`src/rtl/lfsr_scr_pkg.sv`:
```
// -----------------------------------------------------------------------------
// lfsr_scr_pkg
// Definitions shared by the 84-bit primary LFSR scrambler and its descrambler:
//   - LFSR geometry and framing constants (marker, seed length, frame length)
//   - state encoding of the framing FSM
//   - register map (0x0a9..0x0ab scrambler side, 0x0ac..0x0af descrambler side)
//   - lfsr_step1 / lfsr_step14: one step and one full word advance of the LFSR
// No ports (package).
// -----------------------------------------------------------------------------
package lfsr_scr_pkg;

  localparam int POLY_WIDTH   = 84;
  localparam int NUM_OF_STEPS = 14;
  localparam int SEED_WORDS   = 6;
  localparam int FRAME_WORDS  = 256;

  // Wide enough to hold FRAME_WORDS itself, not just FRAME_WORDS-1.
  localparam int CNT_WIDTH = $clog2(FRAME_WORDS + 1);

  localparam logic [NUM_OF_STEPS-1:0] SYNC_WORD = 14'h3A5C;

  localparam logic [CNT_WIDTH-1:0] SEED_LAST  = CNT_WIDTH'(SEED_WORDS - 1);
  localparam logic [CNT_WIDTH-1:0] FRAME_LAST = CNT_WIDTH'(FRAME_WORDS - 1);

  typedef enum logic [1:0] {
    IDLE  = 2'd0,
    SEED  = 2'd1,
    RUN   = 2'd2,
    CHECK = 2'd3
  } lfsr_state_e;

  // Transmit-side scrambler seed registers.
  localparam logic [11:0] ADDR_SCR_SEED_LO  = 12'h0a9;
  localparam logic [11:0] ADDR_SCR_SEED_MID = 12'h0aa;
  localparam logic [11:0] ADDR_SCR_SEED_HI  = 12'h0ab;
  // Receive-side descrambler seed and manual start.
  localparam logic [11:0] ADDR_DSC_SEED_LO  = 12'h0ac;
  localparam logic [11:0] ADDR_DSC_SEED_MID = 12'h0ad;
  localparam logic [11:0] ADDR_DSC_SEED_HI  = 12'h0ae;
  localparam logic [11:0] ADDR_DSC_START    = 12'h0af;

  // One LFSR step: shift toward the MSB, bit 83 feeds back into bit 0 and is
  // XORed into the bits just above taps 14, 29, 48, 61 and 81.
  function automatic logic [POLY_WIDTH-1:0] lfsr_step1(input logic [POLY_WIDTH-1:0] s);
    return {s[82], s[83] ^ s[81], s[80:62], s[83] ^ s[61], s[60:49],
            s[83] ^ s[48], s[47:30], s[83] ^ s[29], s[28:15],
            s[83] ^ s[14], s[13:0], s[83]};
  endfunction

  // One word advance: NUM_OF_STEPS chained steps, unrolled into a single cycle.
  function automatic logic [POLY_WIDTH-1:0] lfsr_step14(input logic [POLY_WIDTH-1:0] s);
    logic [POLY_WIDTH-1:0] v;
    // NOTE: blocking assignments are correct here: each unrolled step must
    // see the result of the previous one within the same evaluation.
    v = s;
    for (int i = 0; i < NUM_OF_STEPS; i++) begin
      v = lfsr_step1(v);
    end
    return v;
  endfunction

endpackage

```
`src/rtl/lfsr_descrambler_6_out_stage.sv`:
```
// -----------------------------------------------------------------------------
// lfsr_out_stage
// Single-entry valid/ready output register for descrambled words.
//   clk      in   clock
//   rst      in   synchronous active-low reset
//   i_load   in   load i_data this cycle (caller guarantees the slot is free
//                 or being drained in the same cycle)
//   i_data   in   word to load
//   i_ready  in   downstream accept
//   o_valid  out  word pending
//   o_data   out  pending word; held stable while o_valid & !i_ready
// -----------------------------------------------------------------------------
module lfsr_out_stage
  import lfsr_scr_pkg::*;
#(
  parameter int WIDTH = NUM_OF_STEPS
) (
  input  logic             clk,
  input  logic             rst,
  input  logic             i_load,
  input  logic [WIDTH-1:0] i_data,
  input  logic             i_ready,
  output logic             o_valid,
  output logic [WIDTH-1:0] o_data
);

  logic             r_valid;
  logic [WIDTH-1:0] r_data;

  // NOTE: all sequential state uses non-blocking assignments so every
  // register samples the pre-edge values of the others.
  always_ff @(posedge clk) begin
    if (!rst) begin
      r_valid <= 1'b0;
      r_data  <= '0;
    end else if (i_load) begin
      // A load wins over a drain: accept-and-drain keeps valid high.
      r_valid <= 1'b1;
      r_data  <= i_data;
    end else if (i_ready) begin
      r_valid <= 1'b0;
    end
  end

  assign o_valid = r_valid;
  assign o_data  = r_data;

endmodule

```
`src/rtl/lfsr_descrambler_6.sv`:
```
// -----------------------------------------------------------------------------
// lfsr_descrambler_6
// Receive side of the 84-bit primary LFSR scrambler. Hunts for the frame
// marker, loads the six seed words that follow it, then XORs the locally
// regenerated keystream off each of the 256 payload words. After a frame the
// next word must be the marker again (reseed) or sync is declared lost.
// The seed can also be loaded and the run started over the register bus.
//   clk        in   clock
//   rst        in   synchronous active-low reset
//   write      in   register write strobe
//   addr       in   register address (0x0ac..0x0af decoded)
//   lfsrdin    in   register write data
//   in_valid   in   scrambled word valid
//   in_ready   out  word accepted when in_valid & in_ready
//   in_data    in   received 14-bit word
//   out_valid  out  descrambled word valid
//   out_ready  in   downstream accept
//   out_data   out  descrambled word
//   locked     out  high in RUN and CHECK
//   sync_lost  out  one-cycle pulse when the post-frame marker is missing
//   dout       out  current LFSR state
// -----------------------------------------------------------------------------
module lfsr_descrambler_6
  import lfsr_scr_pkg::*;
(
  input  logic                    clk,
  input  logic                    rst,
  input  logic                    write,
  input  logic [11:0]             addr,
  input  logic [31:0]             lfsrdin,
  input  logic                    in_valid,
  output logic                    in_ready,
  input  logic [NUM_OF_STEPS-1:0] in_data,
  output logic                    out_valid,
  input  logic                    out_ready,
  output logic [NUM_OF_STEPS-1:0] out_data,
  output logic                    locked,
  output logic                    sync_lost,
  output logic [POLY_WIDTH-1:0]   dout
);

  lfsr_state_e             r_state;
  logic [POLY_WIDTH-1:0]   r_lfsr;
  logic [CNT_WIDTH-1:0]    r_word_cnt;
  logic                    r_sync_lost;

  logic                    w_in_ready;
  logic                    w_reg_hit;
  logic                    w_accept;
  logic                    w_load;
  logic [NUM_OF_STEPS-1:0] w_plain;
  logic [POLY_WIDTH-1:0]   w_lfsr_adv;

  // NOTE: every signal driven here gets a value on every path (defaults
  // first), otherwise synthesis infers a latch.
  always_comb begin
    w_in_ready = 1'b1;
    if (r_state == RUN) begin
      // Only RUN produces output, so only RUN needs room in the out stage.
      w_in_ready = !out_valid || out_ready;
    end

    // Bus writes are honoured only in IDLE; a decoded write there takes
    // priority and the data word offered in the same cycle is dropped.
    w_reg_hit = write && (r_state == IDLE) &&
                (addr >= ADDR_DSC_SEED_LO) && (addr <= ADDR_DSC_START);

    w_accept   = in_valid && w_in_ready && !w_reg_hit;
    w_load     = w_accept && (r_state == RUN);
    w_plain    = in_data ^ r_lfsr[POLY_WIDTH-1 -: NUM_OF_STEPS];
    w_lfsr_adv = lfsr_step14(r_lfsr);
  end

  always_ff @(posedge clk) begin
    if (!rst) begin
      r_state     <= IDLE;
      r_lfsr      <= '0;
      r_word_cnt  <= '0;
      r_sync_lost <= 1'b0;
    end else begin
      r_sync_lost <= 1'b0;

      unique case (r_state)
        IDLE: begin
          if (w_reg_hit) begin
            case (addr)
              ADDR_DSC_SEED_LO:  r_lfsr[31:0]  <= lfsrdin;
              ADDR_DSC_SEED_MID: r_lfsr[63:32] <= lfsrdin;
              ADDR_DSC_SEED_HI:  r_lfsr[83:64] <= lfsrdin[19:0];
              ADDR_DSC_START: begin
                if (lfsrdin[0]) begin
                  r_state    <= RUN;
                  r_word_cnt <= '0;
                end
              end
              default: ;
            endcase
          end else if (w_accept && (in_data == SYNC_WORD)) begin
            r_state    <= SEED;
            r_word_cnt <= '0;
          end
        end

        SEED: begin
          if (w_accept) begin
            // Shifting in from the bottom leaves the first seed word on top.
            r_lfsr <= {r_lfsr[POLY_WIDTH-NUM_OF_STEPS-1:0], in_data};
            if (r_word_cnt == SEED_LAST) begin
              r_state    <= RUN;
              r_word_cnt <= '0;
            end else begin
              r_word_cnt <= r_word_cnt + CNT_WIDTH'(1);
            end
          end
        end

        RUN: begin
          if (w_accept) begin
            r_lfsr <= w_lfsr_adv;
            if (r_word_cnt == FRAME_LAST) begin
              r_state    <= CHECK;
              r_word_cnt <= '0;
            end else begin
              r_word_cnt <= r_word_cnt + CNT_WIDTH'(1);
            end
          end
        end

        CHECK: begin
          if (w_accept) begin
            r_word_cnt <= '0;
            if (in_data == SYNC_WORD) begin
              r_state <= SEED;
            end else begin
              // LFSR is deliberately left as-is for diagnosis over dout.
              r_state     <= IDLE;
              r_sync_lost <= 1'b1;
            end
          end
        end

        default: r_state <= IDLE;
      endcase
    end
  end

  lfsr_out_stage #(
    .WIDTH (NUM_OF_STEPS)
  ) u_out_stage (
    .clk     (clk),
    .rst     (rst),
    .i_load  (w_load),
    .i_data  (w_plain),
    .i_ready (out_ready),
    .o_valid (out_valid),
    .o_data  (out_data)
  );

  assign in_ready  = w_in_ready;
  assign locked    = (r_state == RUN) || (r_state == CHECK);
  assign sync_lost = r_sync_lost;
  assign dout      = r_lfsr;

endmodule

```
`config.mk`:
```
export PLATFORM = sky130hd
export DESIGN_NAME = lfsr_descrambler_6
export DESIGN_NICKNAME = d
export VERILOG_FILES = /design/src/rtl/lfsr_scr_pkg.sv /design/src/rtl/lfsr_descrambler_6_out_stage.sv /design/src/rtl/lfsr_descrambler_6.sv
export SDC_FILE = /design/constraint.sdc
export NUM_CORES = 1
export LEC_CHECK = 0
export ABC_AREA = 0
export CAP_MARGIN = 20
export CORE_MARGIN = 1
export CORE_UTILIZATION = 50
export DETAILED_ROUTE_END_ITERATION = 10
export PLACE_DENSITY = 0.79
export RECOVER_POWER = 50
export SLEW_MARGIN = 20
export SYNTH_ARGS = -nofsm -noshare
export SYNTH_HDL_FRONTEND = slang
export SYNTH_SLANG_ARGS = --single-unit
export TNS_END_PERCENT = 1
```
`constraint.sdc`:
```
create_clock -name clk -period 2.9 [get_ports clk]
set_clock_uncertainty 0.15 [all_clocks]
set_input_delay 0.58 -clock clk [delete_from_list [all_inputs] [get_ports clk]]
set_output_delay 0.58 -clock clk [all_outputs]
set_load 0.005 [all_outputs]
```
==> out/metrics.csv, run 1 <==
stage,metric,value,unit
outcome,outcome,finished clean,
final_layout,drive_above_1_share,10.4,%
pwr,switching_share,41.7,%
logic_synthesis,synth.area.top_cells,"dfxtp_1, nand2_1, a21boi_1",
placement,portBuffers,164,
die,rows,40,
pwr,intPower,3.59,mW
die,io_pins,165,
routing,drt-wirelength-per-cell,20.5,um
clock_network,cts_setup_buffers,0,
critical_path,crit_family,simple AND/OR/NAND/NOR gates,
die,die_x,115,um
clock_network,clockBufferDepth,2,
grt,grt_pass1_vias,6643,
final_layout,num-nets-final,1034,
routing,vias,7080,
logic_synthesis,yosys.area_share.simple,21.5,%
critical_path,crit_slowest_cell,or4b_4,
timing,worst_slack,0.0504,ns
timing,layout_min_cycle_time,2.85,ns
critical_path,cp_max_fo,9,
routing,ant_nets,0,
logic_synthesis,synth_area_per_cell,8.11,sq um
pwr,p_comb_share,48.7,%
hold_path,hold_path_class,reg -> reg,
timing,setup_viol,0,
routing,drc,0,
critical_path,critPathCaptureType,register,
routing,drt-total-wl,23300,um
routing,firstDrtPassIters,5,
routing,viasPerCell,6.23,
die,die_y,115,um
die,core,12200,sq um
flow_run,cap_viol_max_count,0,
pwr,seq_power_share,31.5,%
routing,drtIter0Drc,900,
critical_path,critPathBufInv,1,
timing,final_hold_viol_count,0,
die,fp.dieArea,13200,sq um
logic_synthesis,yosysMostFrequentCell,dfxtp_1,
logic_synthesis,synth-edff-count,0,
logic_synthesis,syn_area,6360,sq um
timing,slew_headroom,52.6,%
clock_network,clock_sinks,111,
final_layout,area.growth.synth_to_final,38.4,%
pwr,power.switching,2.57,mW
logic_synthesis,ys_warn_count,0,
clock_network,ctsHtreeMaxLevel,3,
logic_synthesis,postSynthCellCount,784,
critical_path,crit_path_cell_trace,clkdlybuf4s50_1 > or4b_4 > nor4_4 > o2111a_2 > nor3_2 > or4b_1 > a21boi_1,
grt,grt_pass1_wl,35700,um
logic_synthesis,synth_seq_area_share,34.9,%
grt,grt.total_usage,35.4,%
grt,antenna_found_initial,0,
critical_path,critPathArrivalTime,2.97,ns
clock_network,post_cts_resized,0,
grt,grt_start_max_net_pins,73,
logic_synthesis,postSynthRegisterBits,111,
pwr,p_per_area,700,nW/um^2
placement,dp_slack,-0.286,ns
logic_synthesis,synth_top_family_by_area,compound AO/OA/AOI/OAI gates,
timing,rsz0062_at_grt,no,
critical_path,worstPathRequired,3.02,ns
logic_synthesis,synth-compound-area-share,30.3,%
die,start_util,52.1,%
placement,gp_congestion,0.937,
logic_synthesis,synth_mux_area_share,0.512,%
clock_network,clkLatencyLatePin,0.36,ns
critical_path,crit_type,in -> reg,
timing,drv_slew,0,
final_layout,n_antenna_cell,0,
logic_synthesis,syn-num-nets,855,
timing,final.period_utilization,98.3,%
logic_synthesis,synth.top_cell.area_share,34.9,%
pwr,power.leakage,3.60,nW
clock_network,path_clk_slew,0.07,ns
logic_synthesis,synth_top_flop_cell,dfxtp_1,
grt,overflow,0,
clock_network,ctsHoldBuffers,0,
logic_synthesis,yosys-top-cells-count,"dfxtp_1, nand2_1, nor2_1",
logic_synthesis,synth.distinct_cells,69,
logic_synthesis,synthAdderAreaFrac,1.57,%
clock_network,cts_inserted_buffers,9,
placement,hpwl,17400,um
clock_network,cts_tree,yes,
pwr,clkPwrFrac,19.8,%
critical_path,slowest_delay,0.57,ns
logic_synthesis,synth_async_sr_flop_share,0,%
pwr,ir_drop,0.339,mV
critical_path,start_kind,primary input,
logic_synthesis,yosysTopAreaCell,dfxtp_1,
final_layout,utilization,72.1,%
logic_synthesis,synth-xor-area-share,6.47,%
timing,max_freq,351,MHz
timing,tightest_slew,0.712,ns
clock_network,cts_root_buffer,clkbuf_16,
## flip-flops by register name, summed over array words and instances (netlist names)
name,cells
dout,84
r_state,2
r_word_cnt,9
sync_lost,1
u_out_stage.o_data,14
u_out_stage.o_valid,1
## layer usage
| metal | up-vias | track usage, % | wire length [um] |
|---|---|---|---|
| met3 | 67 | 7.85 | 2560 |
| met2 | 475 | 56.7 | 10500 |
| met1 | 3325 | 45.1 | 9250 |
| met5 | - | 0 | 0 |
| met4 | 0 | 17.7 | 969 |
| li1 | 3213 | - | - |
## through the flow
stage / instance area [sq um] / cells / setup TNS (ns) / power, mW / hold WS (ns)
after floorplan: 6360 / 784 / 0 / 3.62 / 0.298
final: 8800 / 1136 / 0 / 6.16 / 0.339
after CTS: 8830 / 1136 / 0 / 6.16 / 0.340
after detailed placement: 8540 / 1120 / -3.31 / 4.95 / 0.332
after global routing: 8800 / 1136 / 0 / 6.44 / 0.357
after global placement: 8540 / 1120 / -2.02 / 4.88 / 0.307
## final timing paths
kind              cells past startpoint  slack (ns)                    endpoint                       start
hold reg to reg                       2        0.34  r_word_cnt[8]$_SDFFE_PN0P_  r_word_cnt[8]$_SDFFE_PN0P_
hold / removal                        2        0.34  r_word_cnt[8]$_SDFFE_PN0P_  r_word_cnt[8]$_SDFFE_PN0P_
setup reg to reg                      8        0.11       dout[83]$_SDFFE_PN0P_       dout[83]$_SDFFE_PN0P_
setup / recovery                      7        0.05  r_word_cnt[6]$_SDFFE_PN0P_                  in_data[5]
## cell type report
type | count | area, sq um
inverter | 12 | 45.0
fill | 985 | 3410
timing repair buffer | 229 | 2170
clock buffer | 10 | 239
tap | 168 | 210
multi-input combinational | 600 | 3870
sequential | 111 | 2220
clock inverter | 6 | 45.0
## worst min-delay path: stages (launching register included)
cell and delay (ns):
dfxtp_1 0.33, nand2_1 0.06, a21boi_1 0.05
## cells in the final DEF, fill, tap and decap left out, types with 9 or more instances in the layout
cell type	n
a32o_1	11
clkdlybuf4s50_1	69
nor2b_1	12
xnor2_1	26
o211a_1	15
nand3_1	29
dlygate4sd3_1	94
o31ai_1	11
nand2_1	102
a31oi_1	18
a21oi_1	45
o211ai_1	32
inv_1	11
nor3b_1	13
o21ai_1	29
nor2_1	54
nand2b_1	9
o21ai_0	39
clkbuf_16	9
dfxtp_1	111
a211oi_1	13
a21boi_1	34
buf_4	52
## logic make-up (layout without fill, tap and decap cells)
family / Yosys count / count (layout)
XOR/XNOR: 39 / 39
AND/OR/NAND/NOR: 266 / 266
adder cells (fa/ha/maj): 8 / 8
AO/OA/AOI/OAI: 284 / 284
buffers and inverters: 73 / 257
multiplexers: 3 / 3
flip-flops: 111 / 111
## power groups by stage
stage	registers, mW	logic [mW]	clock network [mW]
after detailed placement	1.97	2.98	0
after floorplan	1.92	1.70	0
after global routing	1.96	3.20	1.29
final	1.94	3.00	1.22
after CTS	1.94	3.00	1.22
after global placement	1.96	2.92	0
(Power assumes the default switching activity.)
==> inputs of run 2 (changes only) <==
Settings changed: CAP_MARGIN 20 to unset, CORE_UTILIZATION 50 to 40, PLACE_DENSITY 0.79 to 0.65, SYNTH_HIERARCHICAL set to 1.
==> run 2 against run 1 <==
Against the previous run: non-clock buffer count up 12; first-iteration DRC count shrank 26%; highest routed layer unchanged; routed wire length grew 2.7%; critical path depth unchanged; synthesized cell count decreased by 2.7%; synthesized area fell by 1.7%.
==> out/metrics.csv, run 2 <==
stage,metric,value,unit,change
outcome,outcome,finished clean,,unchanged
clock_network,ctsHoldBuffers,0,,unchanged
placement,hpwl,18100,um,was 17400 um
logic_synthesis,yosysMostFrequentCell,dfxtp_1,,unchanged
logic_synthesis,synth_seq_area_share,35.5,%,was 34.9%
grt,grt_use_met1,39.9,%,was 45.1%
grt,grt_start_max_net_pins,93,,was 73
logic_synthesis,ys_warn_count,6,,was 0
timing,final_hold_viol_count,0,,unchanged
routing,firstDrtPassIters,5,,unchanged
logic_synthesis,syn-num-nets,834,,was 855
critical_path,critPathCaptureType,register,,unchanged
critical_path,startpoint,in_data[2],,was in_data[5]
timing,worst_slack,0.0547,ns,was 0.0504 ns
critical_path,worstReg2RegStart,r_state[0]$_SDFFE_PN0P_,,was dout[83]$_SDFFE_PN0P_
logic_synthesis,postSynthCellCount,763,,was 784
timing,layout_min_cycle_time,2.85,ns,about the same
logic_synthesis,synth.area.top_cells,"dfxtp_1, a21oi_1, nand2_1",,"was dfxtp_1, nand2_1, a21boi_1"
logic_synthesis,syn_area,6250,sq um,was 6360 sq um
clock_network,clockBufferDepth,2,,unchanged
routing,ant_nets,0,,unchanged
clock_network,cts_root_buffer,clkbuf_16,,unchanged
final_layout,utilization,57.9,%,was 72.1%
critical_path,crit_family,simple AND/OR/NAND/NOR gates,,unchanged
placement,gp_congestion,0.895,,was 0.937
final_layout,finalNonFillerCells,1153,,was 1136
routing,drt-wirelength-per-cell,20.8,um,was 20.5 um
logic_synthesis,postSynthRegisterBits,111,,unchanged
timing,max_freq,351,MHz,about the same
routing,viasPerCell,5.79,,was 6.23
grt,grt_pass1_vias,6527,,was 6643
die,core,15200,sq um,was 12200 sq um
clock_network,cts_inserted_buffers,9,,unchanged
clock_network,path_clk_slew,0.08,ns,was 0.07 ns
clock_network,clock_sinks,111,,unchanged
grt,grtUsageMet3,5.57,%,was 7.85%
routing,drt-total-wl,23900,um,was 23300 um
final_layout,mostFrequentLayoutCells,"dfxtp_1, dlygate4sd3_1, nand2_1, nor2_1, clkdlybuf4s50_1",,"was dfxtp_1, nand2_1, dlygate4sd3_1, clkdlybuf4s50_1, nor2_1"
timing,final.period_utilization,98.1,%,was 98.3%
die,io_pins,165,,unchanged
grt,grt.total_usage,29.4,%,was 35.4%
critical_path,crit_type,in -> reg,,unchanged
timing,rsz0062_at_grt,yes,,was no
logic_synthesis,synth_async_sr_flop_share,0,%,unchanged
die,die_x,127,um,was 115 um
grt,overflow,0,,unchanged
logic_synthesis,yosys-top-cells-count,"dfxtp_1, nand2_1, nor2_1",,unchanged
placement,portBuffers,164,,unchanged
timing,slew_headroom,58.2,%,was 52.6%
final_layout,largest_reg_flops,84,,unchanged
timing,setup_viol,0,,unchanged
critical_path,critPathArrivalTime,2.94,ns,was 2.97 ns
final_layout,final_common_cell,dfxtp_1,,unchanged
critical_path,start_kind,primary input,,unchanged
critical_path,critPathBufInv,2,,was 1
critical_path,r2r_slack,0.19,ns,was 0.11 ns
pwr,ir_drop,0.506,mV,was 0.339 mV
logic_synthesis,synth.distinct_cells,68,,was 69
grt,grt_pass1_wl,36200,um,was 35700 um
clock_network,cts_tree,yes,,unchanged
timing,setup_tns,0,ns,unchanged
logic_synthesis,yosysTopAreaCell,dfxtp_1,,unchanged
die,start_util,41.1,%,was 52.1%
hold_path,min_from,dout[24]$_SDFFE_PN0P_,,was r_word_cnt[8]$_SDFFE_PN0P_
critical_path,worstPathRequired,3.00,ns,was 3.02 ns
die,fp.dieArea,16100,sq um,was 13200 sq um
timing,tightest_slew,0.623,ns,was 0.712 ns
final_layout,area.growth.synth_to_final,40.8,%,was 38.4%
logic_synthesis,synth_top_flop_cell,dfxtp_1,,unchanged
critical_path,crit_path_cell_trace,clkdlybuf4s50_1 > or4bb_1 > nor4_4 > buf_4 > a41oi_2 > or3_4 > o311a_1,,was clkdlybuf4s50_1 > or4b_4 > nor4_4 > o2111a_2 > nor3_2 > or4b_1 > a21boi_1
grt,grt.busiest_layer,met2,,unchanged
critical_path,slowest_delay,0.54,ns,was 0.57 ns
pwr,power.leakage,3.45,nW,was 3.60 nW
final_layout,n_antenna_cell,0,,unchanged
timing,drv_slew,0,,unchanged
pwr,power,8.29,mW,was 6.16 mW
logic_synthesis,synth_area_per_cell,8.19,sq um,was 8.11 sq um
routing,drtIter0Drc,667,,was 900
hold_path,hold_path_class,reg -> reg,,unchanged
final_layout,num-nets-final,1031,,was 1034
critical_path,crit_slowest_cell,or4bb_1,,was or4b_4
final_layout,drive_above_1_share,11.4,%,was 10.4%
grt,grtUsageMet2,45.6,%,was 56.7%
logic_synthesis,synth-edff-count,0,,unchanged
clock_network,clkLatencyLatePin,0.36,ns,about the same
placement,dp_slack,-0.392,ns,was -0.286 ns
pwr,p_per_area,942,nW/um^2,was 700 nW/um^2
critical_path,cp_max_fo,4,,was 9
routing,vias,6676,,was 7080
routing,drc,0,,unchanged
grt,antenna_found_initial,0,,unchanged
clock_network,cts_setup_buffers,0,,unchanged
die,rows,45,,was 40
placement,place_inst,1137,,was 1120
die,die_y,127,um,was 115 um
flow_run,cap_viol_max_count,0,,unchanged
logic_synthesis,synth.top_cell.area_share,35.5,%,was 34.9%
clock_network,ctsHtreeMaxLevel,3,,unchanged
==> run 2: cell count changes in the layout (fill, tap and decap cells not counted), moves of 12 or more <==
cell / previous run / this run
nor2b_1: 12 / 26
mux2i_1: 1 / 20
nor2_1: 54 / 75
a21oi_1: 45 / 69
nand2_1: 102 / 80
o21ai_1: 29 / 5
a21boi_1: 34 / 0
nor3_1: 6 / 28
o211a_1: 15 / 0
a31oi_1: 18 / 6
==> run 2: tightest hold or removal path: stages, from the launching register on <==
cell	delay, ns
dfxtp_1	0.33
nand2_1	0.06
a21oi_1	0.05
==> run 2: kinds of logic (layout without fill, tap and decap cells) <==
kind of cell	count (synthesis)	after routing	share of synthesized area (%)
and+or+nand+nor	288	288	22.6
AOI/OAI and AO/OA	228	228	24.0
DFF	111	111	35.5
buffers and inverters	65	267	5.06
xor gates and xnor gates	41	41	7.56
muxes	22	22	3.56
adders and majority gates	8	8	1.60
==> run 2: layer usage <==
metal  wire length, um  up-vias
li1                  -     3143
met5                 0        -
met1             10500     3155
met4               762        0
met2             10700      331
met3              1970       47
==> run 2: metrics by stage <==
step / instance area, sq um / hold slack [ns]
2_1_floorplan: 6250 / 0.312
3_3_place_gp: 8520 / 0.326
3_5_place_dp: 8520 / 0.330
4_1_cts: 8840 / 0.340
5_1_grt: 8800 / 0.363
6_report: 8800 / 0.337
==> run 2: layout make-up <==
class | count | area (sq um)
Fill cell | 1383 | 6400
Multi-Input combinational cell | 587 | 3760
Timing Repair Buffer | 241 | 2240
Sequential cell | 111 | 2220
Tap cell | 188 | 235
Clock buffer | 9 | 225
Clock inverter | 7 | 82.6
Inverter | 10 | 37.5
==> run 2: what timing repair did <==
item / 4_1_cts / 5_1_grt
setup endpoints to repair: 4 / 37
cloned: 0 / 0
endpoints found under the hold margin: 0 / 0
resized for setup: 2 / 5
pin swaps: 0 / 0
==> run 2: power breakdown <==
group,total [mW],switching [mW],internal [mW]
logic,4.37,2.30,2.07
clock network,1.32,0.636,0.682
registers,2.61,0.587,2.02
==> run 2: path summary, 6_finish.rpt <==
kind,depth (start not counted),end
hold / removal,2,dout[24]$_SDFFE_PN0P_
setup reg to reg,8,dout[39]$_SDFFE_PN0P_
setup / recovery,7,r_state[1]$_SDFFE_PN0P_
hold reg to reg,2,dout[24]$_SDFFE_PN0P_
